<file path="src/rtl/repetition3_tx.sv">
`default_nettype none
// ============================================================================
// Module   : repetition3_tx
// Purpose  : Serial transmitter for a 3x repetition code. Each accepted byte
//            is sent as a frame of logical bits (start bit '1', then the 8
//            data bits LSB first, then an optional even-parity bit). Every
//            logical bit is held on sout for 3 consecutive cycles so a
//            majority-vote receiver can correct one bad symbol per triplet.
// Ports    : clk      - clock, all state changes on the rising edge
//            rst_n    - synchronous active-low reset
//            in_val   - producer has a byte on in_data
//            in_data  - payload byte, sampled only on the accepting edge
//            in_rdy   - block is idle and can accept a byte
//            sout     - serial symbol line, 0 when idle
//            sout_val - sout carries a frame symbol this cycle
//            done     - one-cycle pulse on the last symbol of a frame
// Config   : define REPETITION3_TX_PARITY_EN to append the even-parity bit
//            (frame 30 cycles); otherwise the frame is 27 cycles.
// Revision : 1.0 - initial release
// ============================================================================
module repetition3_tx (
  input  logic       clk,
  input  logic       rst_n,
  input  logic       in_val,
  input  logic [7:0] in_data,
  output logic       in_rdy,
  output logic       sout,
  output logic       sout_val,
  output logic       done
);

  typedef enum logic [1:0] {
    S_IDLE   = 2'd0,
    S_START  = 2'd1,
    S_DATA   = 2'd2,
    S_PARITY = 2'd3
  } state_t;

  localparam logic [1:0] C_REP_LAST = 2'd2;
  localparam logic [1:0] C_REP_PRE  = 2'd1;  // repeat index one before the last
  localparam logic [2:0] C_BIT_LAST = 3'd7;

  state_t     r_state;
  logic [1:0] r_rep;
  logic [2:0] r_bit;
  logic [7:0] r_shift;

  // All outputs are registered: each transition loads the output values the
  // next cycle must show. The shift register rotates rather than shifts, so
  // its XOR reduction stays equal to the parity of the latched byte.
  always_ff @(posedge clk) begin
    if (!rst_n) begin
      r_state  <= S_IDLE;
      r_rep    <= 2'd0;
      r_bit    <= 3'd0;
      r_shift  <= 8'd0;
      in_rdy   <= 1'b1;
      sout     <= 1'b0;
      sout_val <= 1'b0;
      done     <= 1'b0;
    end else begin
      done <= 1'b0;
      case (r_state)
        S_IDLE: begin
          if (in_val && in_rdy) begin
            r_shift  <= in_data;
            r_rep    <= 2'd0;
            r_bit    <= 3'd0;
            r_state  <= S_START;
            in_rdy   <= 1'b0;
            sout     <= 1'b1;       // start bit is logical 1
            sout_val <= 1'b1;
          end
        end

        S_START: begin
          if (r_rep == C_REP_LAST) begin
            r_rep   <= 2'd0;
            r_state <= S_DATA;
            sout    <= r_shift[0];
          end else begin
            r_rep <= r_rep + 2'd1;
          end
        end

        S_DATA: begin
          if (r_rep == C_REP_LAST) begin
            r_rep <= 2'd0;
            if (r_bit == C_BIT_LAST) begin
`ifdef REPETITION3_TX_PARITY_EN
              r_state <= S_PARITY;
              sout    <= ^r_shift;
`else
              r_state  <= S_IDLE;
              r_bit    <= 3'd0;
              in_rdy   <= 1'b1;
              sout     <= 1'b0;
              sout_val <= 1'b0;
`endif
            end else begin
              r_bit   <= r_bit + 3'd1;
              r_shift <= {r_shift[0], r_shift[7:1]};
              sout    <= r_shift[1];  // next data bit, visible after rotation
            end
          end else begin
            r_rep <= r_rep + 2'd1;
`ifndef REPETITION3_TX_PARITY_EN
            // Entering the final repeat of bit 7 is the last frame cycle.
            done <= (r_bit == C_BIT_LAST) && (r_rep == C_REP_PRE);
`endif
          end
        end

`ifdef REPETITION3_TX_PARITY_EN
        S_PARITY: begin
          if (r_rep == C_REP_LAST) begin
            r_rep    <= 2'd0;
            r_bit    <= 3'd0;
            r_state  <= S_IDLE;
            in_rdy   <= 1'b1;
            sout     <= 1'b0;
            sout_val <= 1'b0;
          end else begin
            r_rep <= r_rep + 2'd1;
            done  <= (r_rep == C_REP_PRE);
          end
        end
`endif

        default: begin
          r_state  <= S_IDLE;
          r_rep    <= 2'd0;
          r_bit    <= 3'd0;
          in_rdy   <= 1'b1;
          sout     <= 1'b0;
          sout_val <= 1'b0;
        end
      endcase
    end
  end

endmodule
`default_nettype wire

</file>
<file path="config.mk">
export PLATFORM = sky130hd
export DESIGN_NAME = repetition3_tx
export DESIGN_NICKNAME = d
export VERILOG_FILES = /design/src/rtl/repetition3_tx.sv
export SDC_FILE = /design/constraint.sdc
export NUM_CORES = 1
export LEC_CHECK = 0
export ABC_AREA = 0
export CAP_MARGIN = 20
export CORE_ASPECT_RATIO = 0.7
export CORE_MARGIN = 5
export CORE_UTILIZATION = 45
export DETAILED_ROUTE_END_ITERATION = 12
export GPL_ROUTABILITY_DRIVEN = 0
export PLACE_DENSITY = 0.69
export SLEW_MARGIN = 10
export SYNTH_ARGS = -nofsm -noshare
export SYNTH_HDL_FRONTEND = slang
export SYNTH_SLANG_ARGS = --single-unit
</file>
<file path="constraint.sdc">
create_clock -name clk -period 5.6 [get_ports clk]
set_input_delay 0.84 -clock clk [delete_from_list [all_inputs] [get_ports clk]]
set_output_delay 0.84 -clock clk [all_outputs]
set_load 0.02 [all_outputs]
</file>
### Yosys cells after proc, flatten, opt, wreduce, memory -nomap -nowiden

Cells that the tools add are included.

* word-level logic and storage cells: 62
* output and inout port bits: 4
* flip-flop bits (word level): 19

* $add $sub $neg: 2
* multiplexer cells: 28
* reduce and logical (&&, ||, !) cells: 11
* bitwise operators: 3
* equality and inequality tests: 10

Operator list (count)
* $mux 8: 3
* $pmux 8 s2: 1
* $mux 2: 6
* $reduce_and 4->1: 3
* $ne 2x2->1 const B: 5
* $mux 1: 9
* $mux 3: 3
* $pmux 1 s3: 3
* $pmux 3 s3: 1
* $pmux 2 s3: 1
* $reduce_and 3->1: 2
* $eq 2x1->1 const B: 2
* $eq 2x2->1 const B: 2
* $pmux 2 s2: 1
* $add 3x1->3 const B: 1
* $eq 3x3->1 const B: 1
* $not 1->1: 3
* $reduce_or 3->1: 1
* $add 2x1->2 const B: 1
* $logic_and 1x1->1: 2
* $logic_not 2->1: 1
* $reduce_bool 2->1: 1
* $reduce_or 2->1: 1

### Longest topological paths before layout

* depth in word-level cells: 4
* gate-level depth with buffers: 8
* depth with buffers taken out: 6

### Worst setup path after synthesis

Ideal clock, no wire load.

* path kind: reg2reg
* start: reg r_state[0]
* end: reg r_shift[5]
* arrival: 1.732 ns
* path buffers: 2
* clock period less this slack: 1.812 ns
* stages on the path, launching flop included: 9
* slack: 3.788 ns
* cell sequence: dfxtp_1 -> inv_1 -> ha_1 -> buf_6 -> and2_4 -> a2111oi_4 -> buf_6 -> nor2_1 -> a211oi_2

* word-level cells in the longest chain between the ends: 3
* elaborated cells between the ends (all ways): 8
* classes of those cells: eq/ne: 4; mux: 1; reduce/logical: 3

RTL lines
* start: declaration: line 43 `state_t r_state;`
* start signal: assignment: line 53 `r_state <= S_IDLE;`
* start signal: assignment: line 69 `r_state <= S_START;`
* start signal: assignment: line 79 `r_state <= S_DATA;`
* $eq 2x2->1 or $logic_not 2->1 (tied branches): line 63 `case (r_state)`
* $ne 2x2->1 (no source line) or $reduce_bool 2->1 (tied branches)
* $reduce_and 4->1 (no source line)
* end signal: assignment: line 66 `r_shift <= in_data;`
* end signal: assignment: line 102 `r_shift <= {r_shift[0], r_shift[7:1]};`
* end: declaration: line 46 `logic [7:0] r_shift;`

Parallel ways exist; a longest one is shown, timed or not.
A chain may end at the register's enable or synchronous reset.

### Worst setup path after layout

* start: reg r_state[0]
* end: reg r_shift[3]

Same word-level chain as after synthesis.

==> metrics.cfg <==
[setup_path]
path_class = flop to flop
cp.arrival_ps = 2660
r2r_cells = 6
crit_slowest_cell = a2111oi_4
r2r_start = r_state[0]
end_kind = flop
crit_required_ps = 5820
crit_top_cell = nor2_1
max_stage_delay_ps = 780
r2r_end = r_shift[3]
cp_cell_sequence = inv_1 > ha_1 > nor2_1 > a2111oi_4 > nor2_1 > a211oi_1
cp.buffers_inverters = 1
path_max_fanout = 16
rrSetupSlack_ps = 3160
crit_family = compound AO/OA/AOI/OAI gates
start_kind = flop

[power]
p_per_area_nw_per_um2 = 443
vdd_drop_max_mv = 0.181
leakage_nw = 0.415

[layout]
final_cells = 134
final_cell_area_um2 = 1130
layout_common_cells = dfxtp_1 (19), clkdlybuf4s50_1 (14), nor2_1 (11)
drive_gt1_share_pct = 10.0
num_antenna_cells = 0
seq_area_um2 = 380
finalNetCount = 128
fillers = 189
area_growth_pct = 16.7
final_common_cell = dfxtp_1
multiInputGateArea_um2 = 538

[sta]
layout_setup_ws_ps = 3160
skew_ps = 3.51
tightestPinTransition_ps = 858
min_period_over_period_pct = 43.7
maxSlewHeadroom_pct = 42.8
finalHoldViolCount = 0
rsz0062_at_grt = false
fin_tns_setup_ps = 0
max_freq_mhz = 409
setup_viol = 0
holdWs_ps = 467
finalCriticalPeriod_ps = 2440
slew_violations = 0

[placed_design]
dp.cells = 130
pre_cts_slack_ps = 3030
port_buffers = 14
dp_hpwl_um = 1290
place_area_um2 = 1100

[global_route]
top_usage_layer = met2
grt_max_degree = 17
met1_usage_pct = 16.4
grt_usage_pct = 12.7
antenna_found_initial = 0
gr-usage-met3_pct = 6.02
grt_pass1_vias = 700
use_met2_pct = 19.0
grt_overflow = 0
grt_pass1_wl_um = 3140

[min_path]
worstHoldStart = sout_val
worstHoldEndpoint = sout_val
whs_path_depth = 2
min_path_type = flop to flop

[clocking]
cts_made_buffers = 3
clockBufferDepth = 2
htreeDepth = 1
cts_root_buffer = clkbuf_4
clock_latency_ps = 300
postCtsSetupRepairBufs = 0
cts.hold.buffers_added = 0
cts_tree = done
cts-resized-gates = 0
clk_pin_slew_ps = 100
clkSinkCount = 19

[die]
dieWidth_um = 65.3
die_y_um = 48.7
initial_core_util_pct = 45.9
num_rows = 14
die_area_um2 = 3180
io_pins = 15
core_um2 = 2100

[yosys]
ys_seq_elements = 19
ys_seq_area_share_pct = 39.4
yosys_warnings = 0
avgSynthCellArea_um2 = 9.95
netlist_area_um2 = 965
syn_nets = 114
synth_cell_types = 30
syn_inst = 97

[route]
ant_nets = 0
route.detailed.drc = 0
drt_iter0_markers = 24
viasPerCell = 5.46
firstDrtPassIters = 4
vias = 731
wl_per_cell_um = 13.2
drt-total-wl_um = 1770

[run_status]
status = completed

[run]
drv_cap = 0

synth_stat cells (all sizes together):
| cell type | instances | area (µm²) |
|---|---|---|
| nor2b | 1 | 6.26 |
| nand2b | 1 | 13.8 |
| a2111oi | 2 | 42.5 |
| mux2i | 9 | 90.1 |
| a31o | 1 | 8.76 |
| and4b | 1 | 10.0 |
| nand2 | 8 | 30.0 |
| nand3b | 1 | 7.51 |
| nand4 | 2 | 12.5 |
| clkbuf | 2 | 7.51 |
| nor4b | 1 | 8.76 |
| a211oi | 10 | 85.1 |
| buf | 3 | 27.5 |
| nand4b | 1 | 8.76 |
| nor2 | 11 | 41.3 |
| a21oi | 4 | 20.0 |
| a21boi | 1 | 11.3 |
| o21ai | 4 | 20.0 |
| nor4bb | 1 | 10.0 |
| nand3 | 1 | 5.00 |
| nor3 | 1 | 5.00 |
| inv | 3 | 11.3 |
| ha | 6 | 75.1 |
| and2 | 1 | 8.76 |
| a221oi | 1 | 8.76 |
| dfxtp | 19 | 380 |
| o31a | 1 | 8.76 |
kinds of logic after synthesis:
logic type	after synthesis	synth area share, %
AND/OR/NAND/NOR	31	17.4
AO/OA/AOI/OAI	24	21.3
flip-flops	19	39.4
multiplexers	9	9.34
buffers and inverters	8	4.80
adder cells (fa/ha/maj)	6	7.78
flip-flops by register name, summed over array words and instances, names as in the netlist:
register and count:
done 1, in_rdy 1, r_bit 3, r_rep 2
r_shift 8, r_state 2, sout 1, sout_val 1
stage by stage:
step,power (mW),util (%)
after floorplan,0.389,-
after global placement,0.426,52.3
after detailed placement,0.431,52.3
after CTS,0.504,53.6
after global routing,0.542,53.6
final,0.498,53.6
cell type report:
cell class / count / area share (%)
multi-input cells: 70 / 47.8
flip-flops and latches: 19 / 33.8
repair buffers: 14 / 12.4
well taps: 24 / 2.67
clock buffers: 4 / 2.33
inverters: 3 / 1.00
worst min-delay path, delay by kind of cell (launching register included):
family             cells  cell delay [ps]
DFF                    1              330
AOI/OAI and AO/OA      1               60
and+or+nand+nor        1               50
worst max-delay path by stage:
stage | from | to | slack, ps | cells after the start
floorplan | r_state[0] | r_shift[5] | 3790 | 8
global placement | in_val | r_shift[2] | 3070 | 5
detailed placement | in_val | r_shift[4] | 3030 | 5
CTS | r_state[0] | r_shift[3] | 3120 | 6
global route | r_state[0] | r_shift[4] | 2850 | 6
finish | r_state[0] | r_shift[3] | 3160 | 6
layer usage:
metal  share of wire (%)  wire (µm)  vias up
met4                 1.4         25        0
met3                 4.6         81        4
met5                   0          0        -
met2                  43        753       10
li1                    -          -      383
met1                  51        907      334
where the power goes:
part | internal (mW) | switching (mW) | total, mW
Clock | 0.0278 | 0.0415 | 0.0693
Combinational | 0.103 | 0.128 | 0.231
Sequential | 0.173 | 0.0253 | 0.198
Total | 0.303 | 0.195 | 0.498
No activity file was read; power rests on OpenSTA's default activity.
